$ cat src/rtl/cabac_pkg.sv
// Shared types and constants for the CABAC regular-bin engine.
// State encoding and arithmetic-decoder register initial values.
package cabac_pkg;

  localparam int CABAC_VALUE_W = 16;
  localparam int CABAC_RANGE_W = 9;

  localparam logic [CABAC_RANGE_W-1:0] CABAC_RANGE_INIT = 9'd510;
  localparam logic signed [3:0] CABAC_BITS_NEEDED_INIT = -4'sd8;

  typedef enum logic [2:0] {
    IDLE,
    INIT0,
    INIT1,
    READY,
    REFILL
  } cabac_state_e;

endpackage

$ cat src/rtl/cabac_engine_state.sv
// Arithmetic-decoder state registers and byte refill for the
// CABAC regular-bin path; decode math lives in a separate stage.
module cabac_engine_state
  import cabac_pkg::*;
#(
  parameter int BIN_WIDTH = 4
) (
  input  logic                 clk,
  input  logic                 rst,
  input  logic                 start,
  input  logic                 byte_valid,
  input  logic [7:0]           byte_in,
  output logic                 byte_ready,
  input  logic                 req_valid,
  input  logic [7:0]           req_pstate,
  output logic                 req_ready,
  output logic                 bin_valid,
  output logic [BIN_WIDTH-1:0] bin_data,
  output logic [8:0]           dec_range,
  output logic [15:0]          dec_value,
  output logic [7:0]           dec_pstate,
  input  logic [8:0]           dec_range_next,
  input  logic [15:0]          dec_value_next,
  input  logic [2:0]           dec_num_bits,
  input  logic [BIN_WIDTH-1:0] dec_bin
);

  cabac_state_e state;

  logic [CABAC_RANGE_W-1:0] m_range;
  logic [CABAC_VALUE_W-1:0] m_value;
  logic [3:0]               bits_needed;

  logic        byte_fire;
  logic        req_fire;
  logic [4:0]  bn;
  logic [15:0] refill_add;

  assign byte_ready = (state == INIT0) ||
                      (state == INIT1) ||
                      (state == REFILL);

  assign req_ready = (state == READY) && !start;

  assign byte_fire = byte_valid && byte_ready;
  assign req_fire  = req_valid && req_ready;

  assign dec_range  = m_range;
  assign dec_value  = m_value;
  assign dec_pstate = req_pstate;

  // Sign-extend to 5 bits so the sign of the sum is bit 4.
  assign bn = {bits_needed[3], bits_needed} +
              {2'b00, dec_num_bits};

  // Only used in REFILL, where bits_needed is 0..5.
  assign refill_add = {8'h00, byte_in} << bits_needed[2:0];

  always_ff @(posedge clk) begin
    if (rst) begin
      state       <= IDLE;
      m_range     <= '0;
      m_value     <= '0;
      bits_needed <= '0;
      bin_valid   <= 1'b0;
      bin_data    <= '0;
    end else begin
      bin_valid <= 1'b0;
      if (start) begin
        state <= INIT0;
      end else begin
        unique case (state)
          IDLE: begin
          end
          INIT0: begin
            if (byte_fire) begin
              m_value[15:8] <= byte_in;
              state         <= INIT1;
            end
          end
          INIT1: begin
            if (byte_fire) begin
              m_value[7:0] <= byte_in;
              m_range      <= CABAC_RANGE_INIT;
              bits_needed  <= CABAC_BITS_NEEDED_INIT;
              state        <= READY;
            end
          end
          READY: begin
            if (req_fire) begin
              m_range     <= dec_range_next;
              m_value     <= dec_value_next;
              bin_data    <= dec_bin;
              bin_valid   <= 1'b1;
              bits_needed <= bn[3:0];
              if (!bn[4]) state <= REFILL;
            end
          end
          REFILL: begin
            if (byte_fire) begin
              m_value     <= m_value + refill_add;
              bits_needed <= bits_needed - 4'd8;
              state       <= READY;
            end
          end
          default: state <= IDLE;
        endcase
      end
    end
  end

endmodule

$ cat config.mk
export PLATFORM = sky130hd
export DESIGN_NAME = cabac_engine_state
export DESIGN_NICKNAME = d
export VERILOG_FILES = /design/src/rtl/cabac_pkg.sv /design/src/rtl/cabac_engine_state.sv
export SDC_FILE = /design/constraint.sdc
export NUM_CORES = 1
export LEC_CHECK = 0
export ABC_AREA = 1
export CAP_MARGIN = 0
export CELL_PAD_IN_SITES_DETAIL_PLACEMENT = 0
export CELL_PAD_IN_SITES_GLOBAL_PLACEMENT = 1
export CORE_MARGIN = 3
export CORE_UTILIZATION = 29
export CTS_BUF_LIST = sky130_fd_sc_hd__clkbuf_16
export CTS_CLUSTER_SIZE = 14
export DETAILED_ROUTE_END_ITERATION = 10
export GPL_TIMING_DRIVEN = 0
export PLACE_DENSITY_LB_ADDON = 0.3
export SLEW_MARGIN = 20
export SYNTH_ARGS = -nofsm -noshare
export SYNTH_HDL_FRONTEND = slang
export SYNTH_SLANG_ARGS = --single-unit
$ cat constraint.sdc
create_clock -name clk -period 2.32 [get_ports clk]
set_input_delay 0.348 -clock clk [delete_from_list [all_inputs] [get_ports clk]]
set_output_delay 0.348 -clock clk [all_outputs]
set_load 0.01 [all_outputs]
Word-level counts from Yosys, hierarchy flattened:

Index checks and enable logic that the tools add are counted.

* register bits: 37
* memories kept: 0
* word-level logic and storage cells: 68
* input bits: 53
* bits in read-only memories: 0
* latch bits: 0
* RAM bits: 0

* $add $sub $neg: 3
* muxes and demuxes: 19
* bitwise logic cells: 3
* divide/modulo/power cells: 0
* reduce and logical (&&, ||, !) cells: 19
* multipliers: 0
* order comparisons: 0
* shift-type cells: 1
* eq/ne operators: 15

Operator list (number)
* 8-bit one-hot mux with 3 select lines: 2
* 16-bit two-way mux: 2
* 5-bit AND reduction: 4
* 9-bit two-way mux: 2
* 9-bit one-hot mux with 2 select lines: 1
* 16-bit adder: 1
* 8-bit by 3-bit << shifter with 16-bit output: 1
* 3-bit two-way mux: 4
* 4-bit two-way mux: 3
* 2-bit inequality test (second input constant): 6
* 3-bit one-hot mux with 4 select lines: 1
* 4-bit one-hot mux with 3 select lines: 1
* 3-bit inequality test (second input constant): 3
* 8-bit two-way mux: 1
* 3-bit by 2-bit == test with 1-bit output (second input constant): 2
* 3-bit nonzero test: 2
* 4-bit by 4-bit adder with 5-bit output: 1
* 4-bit AND reduction: 1
* 2-bit OR reduction: 2
* 4-bit subtractor (second input constant): 1
* 3-bit by 1-bit == test with 1-bit output (second input constant): 1
* 3-bit == test (second input constant): 1
* 1-bit logical AND: 3
* 3-bit zero test: 1
* 9 further kinds: 13

Longest topological paths before layout:

Gate-level depths: netlist (run 1).

* word-level depth: 7
* depth in mapped cells: 16
* gate-level depth less buffers: 15

Worst setup path after synthesis (run 1):

Ideal clock, no wire load.

* path kind: flip-flop to flip-flop
* start: register bits_needed[1]
* end: register m_value[8] (netlist: dec_value[8])
* clock period less this slack: 2.370 ns
* setup slack: -0.050 ns
* library setup time: 0.117 ns
* cell stages (with the launch flop): 15
* data required time: 2.203 ns
* buffers on the path: 2
* data arrival time: 2.253 ns
* path through: dfxtp_1 > clkbuf_1 > inv_1 > clkbuf_1 > nand2_1 > nor2_1 > inv_1 > fa_1 > inv_1 > nand3_1 > nand3_1 > a21oi_1 > or2_2 > nand3_1 > a21oi_1

* longest elaborated chain between the ends: 4

RTL lines
* start: declaration: line cabac_engine_state.sv:32 `logic [3:0] bits_needed;`
* start signal: assignment: line cabac_engine_state.sv:95 `bits_needed <= bn[3:0];`
* start signal: assignment: line cabac_engine_state.sv:102 `bits_needed <= bits_needed - 4'd8;`
* 8-bit by 3-bit << shifter with 16-bit output: line cabac_engine_state.sv:57 `assign refill_add = {8'h00, byte_in} << bits_needed[2:0];`
* 16-bit adder: line cabac_engine_state.sv:101 `m_value <= m_value + refill_add;`
* 16-bit two-way mux: line cabac_engine_state.sv:100 `if (byte_fire) begin`
* 8-bit one-hot mux with 3 select lines: line cabac_engine_state.sv:72 `unique case (state)`
* end signal: assignment: line cabac_engine_state.sv:77 `m_value[15:8] <= byte_in;`
* end signal: assignment: line cabac_engine_state.sv:92 `m_value <= dec_value_next;`
* end signal: assignment: line cabac_engine_state.sv:101
* end: declaration: line cabac_engine_state.sv:31 `logic [CABAC_VALUE_W-1:0] m_value;`

No other way between the ends. The select of a mux whose other input is x is not followed.
A chain may end at the register's enable or synchronous reset.

Final worst setup path (run 1):

* start: register bits_needed[0]
* end: register m_value[13] (netlist: dec_value[13])

The elaborated chain is that of the path after synthesis.

==> results.py, run 1 <==
metrics = {
    "layout": {
        "n_antenna_cell": 0,
        "syn2layout_area_growth_pct": 49.11,
        "drive_above_1_share": 0.1946,
        "fillers": 1110,
        "fin_cells": 768,
        "nets": 704,
    },
    "global_route": {
        "grt_pass1_wl_mm": 16.99,
        "grt_use_total": 0.1802,
        "grt_antenna_before_repair": 1,
        "globalRouteOverflowTotal": 0,
        "grt_pass1_vias": 3480,
        "grt_max_degree": 14,
    },
    "logic_synthesis": {
        "yosysSeqAreaShare": 0.2348,
        "synth_most_common_cell": "nand2_1",
        "synthTopCellsByArea": "dfxtp_1 (23%), nand2_1 (22%), inv_1 (7.3%)",
        "synthFlopType": "dfxtp_1",
        "synth_top_cell_area_share": 0.2348,
        "synth_enable_flop_cells": 0,
        "ys_warn_count": 0,
        "synth_cell_types": 36,
        "ys_top_cells_by_count": "nand2_1 (184), inv_1 (61), nor2_1 (48)",
        "syn_area_sq_um": 3154,
        "synth-seq-cells": 37,
        "synth_area_leader_cell": "dfxtp_1",
        "async_flop_share": 0,
        "synth_area_per_cell_sq_um": 5.940,
        "synth_nets": 604,
        "synthCells": 531,
    },
    "clock_tree": {
        "path_clk_slew_ns": 0.06,
        "cts_buffer_depth": 2,
        "htree_levels": 2,
        "cts_made_buffers": 5,
        "cts-hold-fix-buffers": 0,
        "root_buffer": "clkbuf_16",
        "cts_tree": "built",
        "cts_sinks": 37,
        "clk_latency_ns": 0.28,
    },
    "outcome": {
        "violations": "setup timing",
        "outcome": "finished with violations",
    },
    "timing": {
        "fin_crit_ns": 2.346,
        "hold_slack_ns": 0.4690,
        "finalClockSkew_ns": 0.005147,
        "worstMarginPinSlew_ns": 0.6277,
        "setup_ws_ns": -0.02559,
        "period_share": 1.011,
        "slew_viol_final": 0,
        "finalHoldViolCount": 0,
        "maxSlewHeadroom": 0.5815,
        "setup_viol_count_final": 1,
        "max_freq_mhz": 426.3,
        "rsz0062_at_grt": "yes",
    },
    "route": {
        "drc": 0,
        "vias": 3627,
        "drt_iter0_markers": 229,
        "routed_wl_mm": 10.83,
        "wl_per_cell_um": 14.10,
        "firstDrtPassIters": 4,
        "vias_per_cell": 4.723,
        "ant_nets": 0,
    },
    "setup_path": {
        "rrSetupSlack_ns": -0.03,
        "path_class": "register to register",
        "cp_data_arrival_time_ns": 2.57,
        "path_max_fanout": 6,
        "crit_required_ns": 2.54,
        "start_kind": "register",
        "endpoint_kind": "register",
    },
    "flow_run": {
        "maxCapViolCount": 0,
    },
    "placed_design": {
        "place_congestion": 0.8448,
        "dp_hpwl_mm": 8.584,
        "io_buffers": 84,
        "placedCellCount": 751,
    },
    "floorplan": {
        "initial_core_util": 0.3015,
        "die_w_um": 110.3,
        "die_area_sq_um": 12160,
        "fp.dieH_um": 110.3,
        "core_sq_um": 10460,
        "rows": 37,
        "io_pins": 93,
    },
    "hold_path": {
        "hp-class": "register to register",
    },
    "power": {
        "p_leak_nw": 2.165,
        "power_per_cell_area_nw_per_um2": 429.9,
        "fin_total_pwr_w": 0.002022,
        "peakVddDrop_mv": 0.3609,
    },
}
-- final cells by class --
cell class	count	area (sq um)	share of cell area
well taps	136	170.2	0.03618
clock buffers	5	125.1	0.02660
multi-input cells	403	2263	0.4812
flip-flops and latches	37	743.2	0.1580
clock inverters	3	46.29	0.009843
inverters	69	265.3	0.05640
repair buffers	94	924.6	0.1966
plain buffers	21	165.2	0.03512
-- per-stage QoR --
step / instance area [sq um] / util / TNS [ns] / setup WS (ns)
2_1_floorplan: 3156 / - / 0 / 0.01156
3_3_place_gp: 4167 / 0.3982 / -5.904 / -0.5244
3_5_place_dp: 4167 / 0.3982 / -6.167 / -0.5482
4_1_cts: 4502 / 0.4303 / -0.1581 / -0.03946
5_1_grt: 4703 / 0.4495 / -1.153 / -0.1533
6_report: 4703 / 0.4495 / -0.02559 / -0.02559
-- cells by family after synthesis --
kind of cell	count (synthesis)	share of synthesized area
flops	37	0.2348
mux	4	0.01269
simple gates	302	0.4106
fa+ha+maj	20	0.08410
compound gates	77	0.1349
buf+inv	91	0.1230
-- path summary, 6_finish.rpt --
| kind | endpoint | startpoint | depth (start not counted) |
|---|---|---|---|
| worst max-delay path | dec_value[13] | bits_needed[0] | 14 |
| worst min-delay path | dec_range[4] | dec_range[4] | 2 |
| worst max register to register | dec_value[13] | bits_needed[0] | 14 |
| worst min register to register | dec_range[4] | dec_range[4] | 2 |
-- cells in the final DEF (no fill, tap or decap), drive strengths merged, types with 10 or more instances in the layout --
cell type	instances
inv	68
buf	26
nor2	51
o21ai	32
dfxtp	37
a21oi	38
clkdlybuf4s50	78
ha	18
nand3	40
nand2	185
clkbuf	10
-- registers in the layout (all words and copies together), names as in the netlist --
register     cells
state            3
bin_valid        1
dec_value       16
bin_data         4
bits_needed      4
dec_range        9
-- timing repair --
item,4_1_cts,5_1_grt
pin swaps,11,26
setup endpoints to repair,13,14
resized for setup,48,50
endpoints found under the hold margin,0,0
setup buffers,6,4
-- per-layer routing --
layer	up-vias	wire [um]	GRT usage
met4	2	159	0.04749
met1	1634	4787	0.2290
li1	1896	-	-
met5	-	7	0
met3	12	661	0.03611
met2	83	5209	0.3111
-- critical path, stage by stage, from the launching register on --
cell and delay, ns:
dfxtp_2 0.36, buf_8 0.14, mux2i_4 0.24, nor2_2 0.06, a31oi_2 0.19, mux2i_1 0.14, ha_1 0.36, nand2_1 0.08
inv_2 0.09, nand2_2 0.06, nor3_1 0.12, nand2_1 0.09, nand3_1 0.10, nand3_2 0.10, a21oi_1 0.14
-- where the power goes --
| part | switching (W) | internal [W] | total, W |
|---|---|---|---|
| clock | 0.000293 | 0.000509 | 0.000802 |
| sequential | 0.0000268 | 0.000663 | 0.000689 |
| combinational | 0.000275 | 0.000256 | 0.000531 |
Note: power is estimated with default switching activity, not from simulation.
==> inputs of run 2 (changes only) <==
--- a/config.mk
+++ b/config.mk
@@ -7,15 +7,14 @@
 export LEC_CHECK = 0
 export ABC_AREA = 1
 export CAP_MARGIN = 0
-export CELL_PAD_IN_SITES_DETAIL_PLACEMENT = 0
-export CELL_PAD_IN_SITES_GLOBAL_PLACEMENT = 1
 export CORE_MARGIN = 3
-export CORE_UTILIZATION = 29
+export CORE_UTILIZATION = 40
 export CTS_BUF_LIST = sky130_fd_sc_hd__clkbuf_16
 export CTS_CLUSTER_SIZE = 14
 export DETAILED_ROUTE_END_ITERATION = 10
 export GPL_TIMING_DRIVEN = 0
 export PLACE_DENSITY_LB_ADDON = 0.3
+export SKIP_CTS_REPAIR_TIMING = 1
 export SLEW_MARGIN = 20
 export SYNTH_ARGS = -nofsm -noshare
 export SYNTH_HDL_FRONTEND = slang
==> run 2 against run 1 <==
  * The run still ends with setup timing left
  * Clock power decreased by 11%
  * Critical path depth unchanged
  * Combinational power increased by 3%
  * Cell count decreased by 3.9%
  * Routed wire length decreased by 1.6%
  * Largest cell class unchanged
  * Largest power group unchanged
==> results.py, run 2 (same netlist as run 1, synthesis figures left out) <==
metrics = {
    "global_route": {
        "met3_usage": 0.05100,
        "grt_pass1_vias": 3557,
        "use_met1": 0.2819,
        "grt_max_degree": 14,
        "grtUsageMet2": 0.4052,
        "top_usage_layer": "met2",
        "grt_use_total": 0.2303,
        "grt_antenna_before_repair": 0,
        "grt_pass1_wl_mm": 16.45,
        "globalRouteOverflowTotal": 0,
    },
    "timing": {
        "hold_slack_ns": 0.4652,
        "setup_ws_ns": -0.04937,
        "period_share": 1.021,
        "slew_viol_final": 0,
        "rsz0062_at_grt": "yes",
        "setup_viol_count_final": 3,
        "finalHoldViolCount": 0,
        "maxSlewHeadroom": 0.5871,
        "fin_crit_ns": 2.369,
        "max_freq_mhz": 422.1,
        "finalClockSkew_ns": 0.005647,
        "worstMarginPinSlew_ns": 0.6193,
    },
    "layout": {
        "drive_above_1_share": 0.1925,
        "finish.instance_area_sq_um": 4690,
        "most-common-layout-cells": "nand2_1 (169), clkdlybuf4s50_1 (78), inv_1 (56), nor2_1 (45), dfxtp_1 (36)",
        "final_common_cell": "nand2_1",
        "largest_register_ffs": 16,
        "utilization": 0.6297,
        "nets": 711,
        "n_antenna_cell": 0,
        "fillers": 675,
        "syn2layout_area_growth_pct": 48.67,
    },
    "setup_path": {
        "cp_data_arrival_time_ns": 2.60,
        "rr_endpoint": "dec_value[14]",
        "path_class": "register to register",
        "endpoint_kind": "register",
        "crit_required_ns": 2.55,
        "start_kind": "register",
        "reg2regPathDepth": 14,
        "path_max_fanout": 4,
        "rrSetupSlack_ns": -0.05,
        "rr_startpoint": "bits_needed[0]",
    },
    "route": {
        "ant_nets": 0,
        "routed_wl_mm": 10.66,
        "firstDrtPassIters": 5,
        "drt_iter0_markers": 215,
        "wl_per_cell_um": 14.44,
        "vias_per_cell": 5.173,
        "drc": 0,
        "vias": 3818,
    },
    "floorplan": {
        "rows": 31,
        "fp.dieH_um": 94.80,
        "core_sq_um": 7447,
        "initial_core_util": 0.4236,
        "die_w_um": 94.80,
        "io_pins": 93,
        "die_area_sq_um": 8987,
    },
    "power": {
        "fin_total_pwr_w": 0.001947,
        "peakVddDrop_mv": 0.3000,
        "power_per_cell_area_nw_per_um2": 415.3,
        "p_leak_nw": 2.234,
    },
    "clock_tree": {
        "cts_buffer_depth": 2,
        "root_buffer": "clkbuf_16",
        "path_clk_slew_ns": 0.06,
        "cts_sinks": 37,
        "clk_latency_ns": 0.29,
        "htree_levels": 2,
        "cts_made_buffers": 5,
        "cts_tree": "built",
    },
    "placed_design": {
        "place_congestion": 0.9375,
        "dpl_cell_area_sq_um": 4120,
        "dp_hpwl_mm": 7.927,
        "io_buffers": 84,
    },
    "hold_path": {
        "min_to": "dec_range[6]",
        "worst_hold_startpoint": "dec_range[6]",
        "min_path_cells": 2,
        "hp-class": "register to register",
    },
    "outcome": {
        "outcome": "finished with violations",
        "violations": "setup timing",
    },
    "flow_run": {
        "maxCapViolCount": 0,
    },
}
==> run 2: cell types whose count changed in the layout (fill, tap and decap cells not counted), moves of 2 or more <==
| cell | change |
|---|---|
| nor2_2 | +2 |
| nand2_2 | -5 |
| nand2_1 | +5 |
| dlygate4sd2_1 | -5 |
| buf_4 | +7 |
| dlymetal6s2s_1 | +5 |
| dfxtp_2 | -2 |
| inv_1 | +2 |
==> run 2: final cells by class <==
type,count,area [sq um],share of cell area
Buffer,21,155.1,0.03308
Clock buffer,5,125.1,0.02668
Clock inverter,3,22.52,0.004803
Inverter,69,262.8,0.05603
Multi-Input combinational cell,403,2255,0.4808
Sequential cell,37,744.5,0.1588
Tap cell,99,123.9,0.02641
Timing Repair Buffer,101,1001,0.2134
==> run 2: worst max-delay path, cell delays in order (launching register included) <==
cell     delay, ns
dfxtp_4       0.38
buf_8         0.12
mux2i_4       0.23
nor2_2        0.06
a31oi_2       0.18
mux2i_1       0.13
ha_1          0.37
nand2_2       0.08
inv_2         0.07
nand2_2       0.06
nor3_2        0.18
nand2_1       0.12
nand3_2       0.09
nand3_2       0.08
a21oi_2       0.15
==> run 2: power by group <==
group	internal [W]	total (W)	switching, W
Combinational	0.000266	0.000549	0.000283
Clock	0.000401	0.000712	0.000311
Sequential	0.000661	0.000687	0.0000253
==> run 2: worst max-delay path by stage <==
stage	from	endpoint	slack (ns)	cells after the start
floorplan	bits_needed[1]	dec_value[6]	0.01	13
global placement	bits_needed[1]	dec_value[6]	-0.48	13
detailed placement	bits_needed[1]	dec_value[14]	-0.48	15
CTS	bits_needed[1]	dec_value[14]	-0.50	15
global route	bits_needed[0]	dec_value[14]	-0.17	15
finish	bits_needed[0]	dec_value[14]	-0.05	14
==> run 2: metal layers <==
| layer | wire, um | up-vias |
|---|---|---|
| met1 | 4372 | 1737 |
| li1 | - | 1900 |
| met3 | 805 | 23 |
| met2 | 5258 | 158 |
| met5 | 0 | - |
| met4 | 220 | 0 |
==> run 2: stage by stage <==
step / instances / TNS (ns) / worst slack [ns]
2_1_floorplan: 531 / 0 / 0.01156
3_3_place_gp: 714 / -4.948 / -0.4766
3_5_place_dp: 714 / -5.475 / -0.4845
4_1_cts: 722 / -5.249 / -0.5008
5_1_grt: 738 / -1.038 / -0.1701
6_report: 738 / -0.05845 / -0.04937
==> inputs of run 3 (changes only) <==
--- a/config.mk
+++ b/config.mk
@@ -13,6 +13,7 @@
 export CTS_CLUSTER_SIZE = 14
 export DETAILED_ROUTE_END_ITERATION = 10
 export GPL_TIMING_DRIVEN = 0
+export MAX_ROUTING_LAYER = met4
 export PLACE_DENSITY_LB_ADDON = 0.3
 export SKIP_CTS_REPAIR_TIMING = 1
 export SLEW_MARGIN = 20
==> run 3 against run 2 <==
  * The run still ends with setup timing left
  * Sequential power barely moved
  * Die area is the same
  * Cell area rose by 2.5%
  * Critical endpoint is now dec_value[13]
  * Largest power group unchanged
==> results.py, run 3 (same netlist as run 1, synthesis figures left out) <==
metrics = {
    "clock_tree": {
        "cts_sinks": 37,
        "htree_levels": 2,
        "cts_buffer_depth": 2,
        "path_clk_slew_ns": 0.06,
        "clk_latency_ns": 0.29,
        "root_buffer": "clkbuf_16",
        "cts_made_buffers": 5,
        "cts_tree": "built",
    },
    "setup_path": {
        "cp_num_cells": 15,
        "rr_endpoint": "dec_value[13]",
        "cp_cell_sequence": "clkdlybuf4s50_1, mux2i_4, nor2_2, a31oi_2, mux2i_1, ha_1, nand2_1, inv_2, nand2_2, nand2_4, a21oi_4, nand2_1, nand2_1, nand3_2, a21oi_1",
        "path_delay_family": "buffers and inverters",
        "crit_required_ns": 2.55,
        "rr_startpoint": "bits_needed[0]",
        "cpMostUsedCell": "nand2_1",
        "path_class": "primary input to register",
        "reg2regPathDepth": 15,
        "slowest_delay_ns": 0.49,
        "path_max_fanout": 4,
        "cp_num_buf_inv": 2,
        "endpoint_kind": "register",
        "slowest_stage": "clkdlybuf4s50_1",
        "rrSetupSlack_ns": -0.06,
        "start_kind": "primary input",
        "cp_data_arrival_time_ns": 2.62,
    },
    "floorplan": {
        "fp.dieH_um": 94.80,
        "die_w_um": 94.80,
        "rows": 31,
        "die_area_sq_um": 8987,
        "initial_core_util": 0.4236,
        "io_pins": 93,
        "core_sq_um": 7447,
    },
    "layout": {
        "final_common_cell": "nand2_1",
        "fin_cells": 737,
        "nets": 710,
        "most-common-layout-cells": "nand2_1 (157), clkdlybuf4s50_1 (78), inv_1 (53), nor2_1 (45), dfxtp_1 (35)",
        "largest_register_ffs": 16,
        "finish.instance_area_sq_um": 4807,
        "syn2layout_area_growth_pct": 52.40,
        "n_antenna_cell": 0,
        "drive_above_1_share": 0.2226,
        "utilization": 0.6455,
    },
    "flow_run": {
        "maxCapViolCount": 0,
    },
    "outcome": {
        "outcome": "finished with violations",
        "violations": "setup timing",
    },
    "placed_design": {
        "dp_hpwl_mm": 7.883,
        "place_congestion": 0.9478,
        "place_ws_ns": -0.4909,
        "placedCellCount": 714,
        "io_buffers": 84,
        "dpl_cell_area_sq_um": 4120,
    },
    "hold_path": {
        "hp-class": "register to register",
        "worst_hold_startpoint": "dec_range[8]",
        "min_path_cells": 2,
        "min_to": "dec_range[8]",
    },
    "timing": {
        "setup_viol_count_final": 4,
        "finalClockSkew_ns": 0.006151,
        "maxSlewHeadroom": 0.5563,
        "slew_viol_final": 0,
        "max_freq_mhz": 418.1,
        "rsz0062_at_grt": "yes",
        "period_share": 1.031,
        "worstMarginPinSlew_ns": 0.6655,
        "fin_crit_ns": 2.392,
        "setup_ws_ns": -0.07183,
        "finalHoldViolCount": 0,
    },
    "route": {
        "firstDrtPassIters": 5,
        "vias": 3833,
        "drc": 0,
        "wl_per_cell_um": 14.90,
        "routed_wl_mm": 10.98,
        "drt_iter0_markers": 214,
        "vias_per_cell": 5.201,
        "ant_nets": 0,
    },
    "global_route": {
        "grt_pass1_vias": 3516,
        "globalRouteOverflowTotal": 0,
        "grt_antenna_before_repair": 0,
        "grt_use_total": 0.2353,
        "grt_max_degree": 14,
        "grt_pass1_wl_mm": 16.17,
    },
    "power": {
        "p_leak_nw": 2.309,
        "power_per_cell_area_nw_per_um2": 410.3,
        "peakVddDrop_mv": 0.3020,
    },
}
## run 3: changes by cell type in the layout (fill, tap and decap cells not counted), sizes merged
cell	previous run	this run
clkbuf	11	10
clkinv	3	1
clkinvlp	1	3
## run 3: layout make-up
cell class	instances	area, sq um
multi-input cells	403	2370
clock buffers	5	125.1
inverters	69	269.0
repair buffers	100	993.5
plain buffers	21	158.9
well taps	99	123.9
flip-flops and latches	37	745.7
clock inverters	3	21.27
fillers	676	2640
## run 3: through the flow
step                power (W)  setup TNS, ns  hold WS, ns
CTS                  0.001878         -5.371       0.4704
floorplan           0.0009570              0       0.4171
global placement     0.001168         -5.049       0.4494
global route         0.002053         -1.227       0.4882
finish               0.001972        -0.1221       0.4673
detailed placement   0.001176         -5.481       0.4588
## run 3: worst max-delay path by stage
stage	slack (ns)	from	to
floorplan	0.01	bits_needed[1]	dec_value[6]
global placement	-0.49	bits_needed[1]	dec_value[6]
detailed placement	-0.49	bits_needed[1]	dec_value[6]
CTS	-0.53	bits_needed[1]	dec_value[6]
global route	-0.19	bits_needed[0]	dec_value[13]
finish	-0.07	byte_in[6]	dec_value[13]
## run 3: tightest hold or removal path, cell delays in order, from the launching register on
cell and delay, ns:
dfxtp_1 0.31, nand2_1 0.06, a21oi_1 0.06
## run 3: per-layer routing
| metal | up-vias | global-route usage | wire length [um] |
|---|---|---|---|
| met5 | - | - | 0 |
| met4 | 0 | 0.06611 | 283 |
| met3 | 25 | 0.04064 | 763 |
| met2 | 151 | 0.4052 | 5452 |
| met1 | 1752 | 0.2815 | 4479 |
| li1 | 1905 | - | - |
## run 3: power breakdown
part	internal (W)	switching (W)	leakage, nW
clock network	0.000401	0.000311	0.0702
registers	0.000661	0.0000253	0.302
logic	0.000273	0.000301	1.94
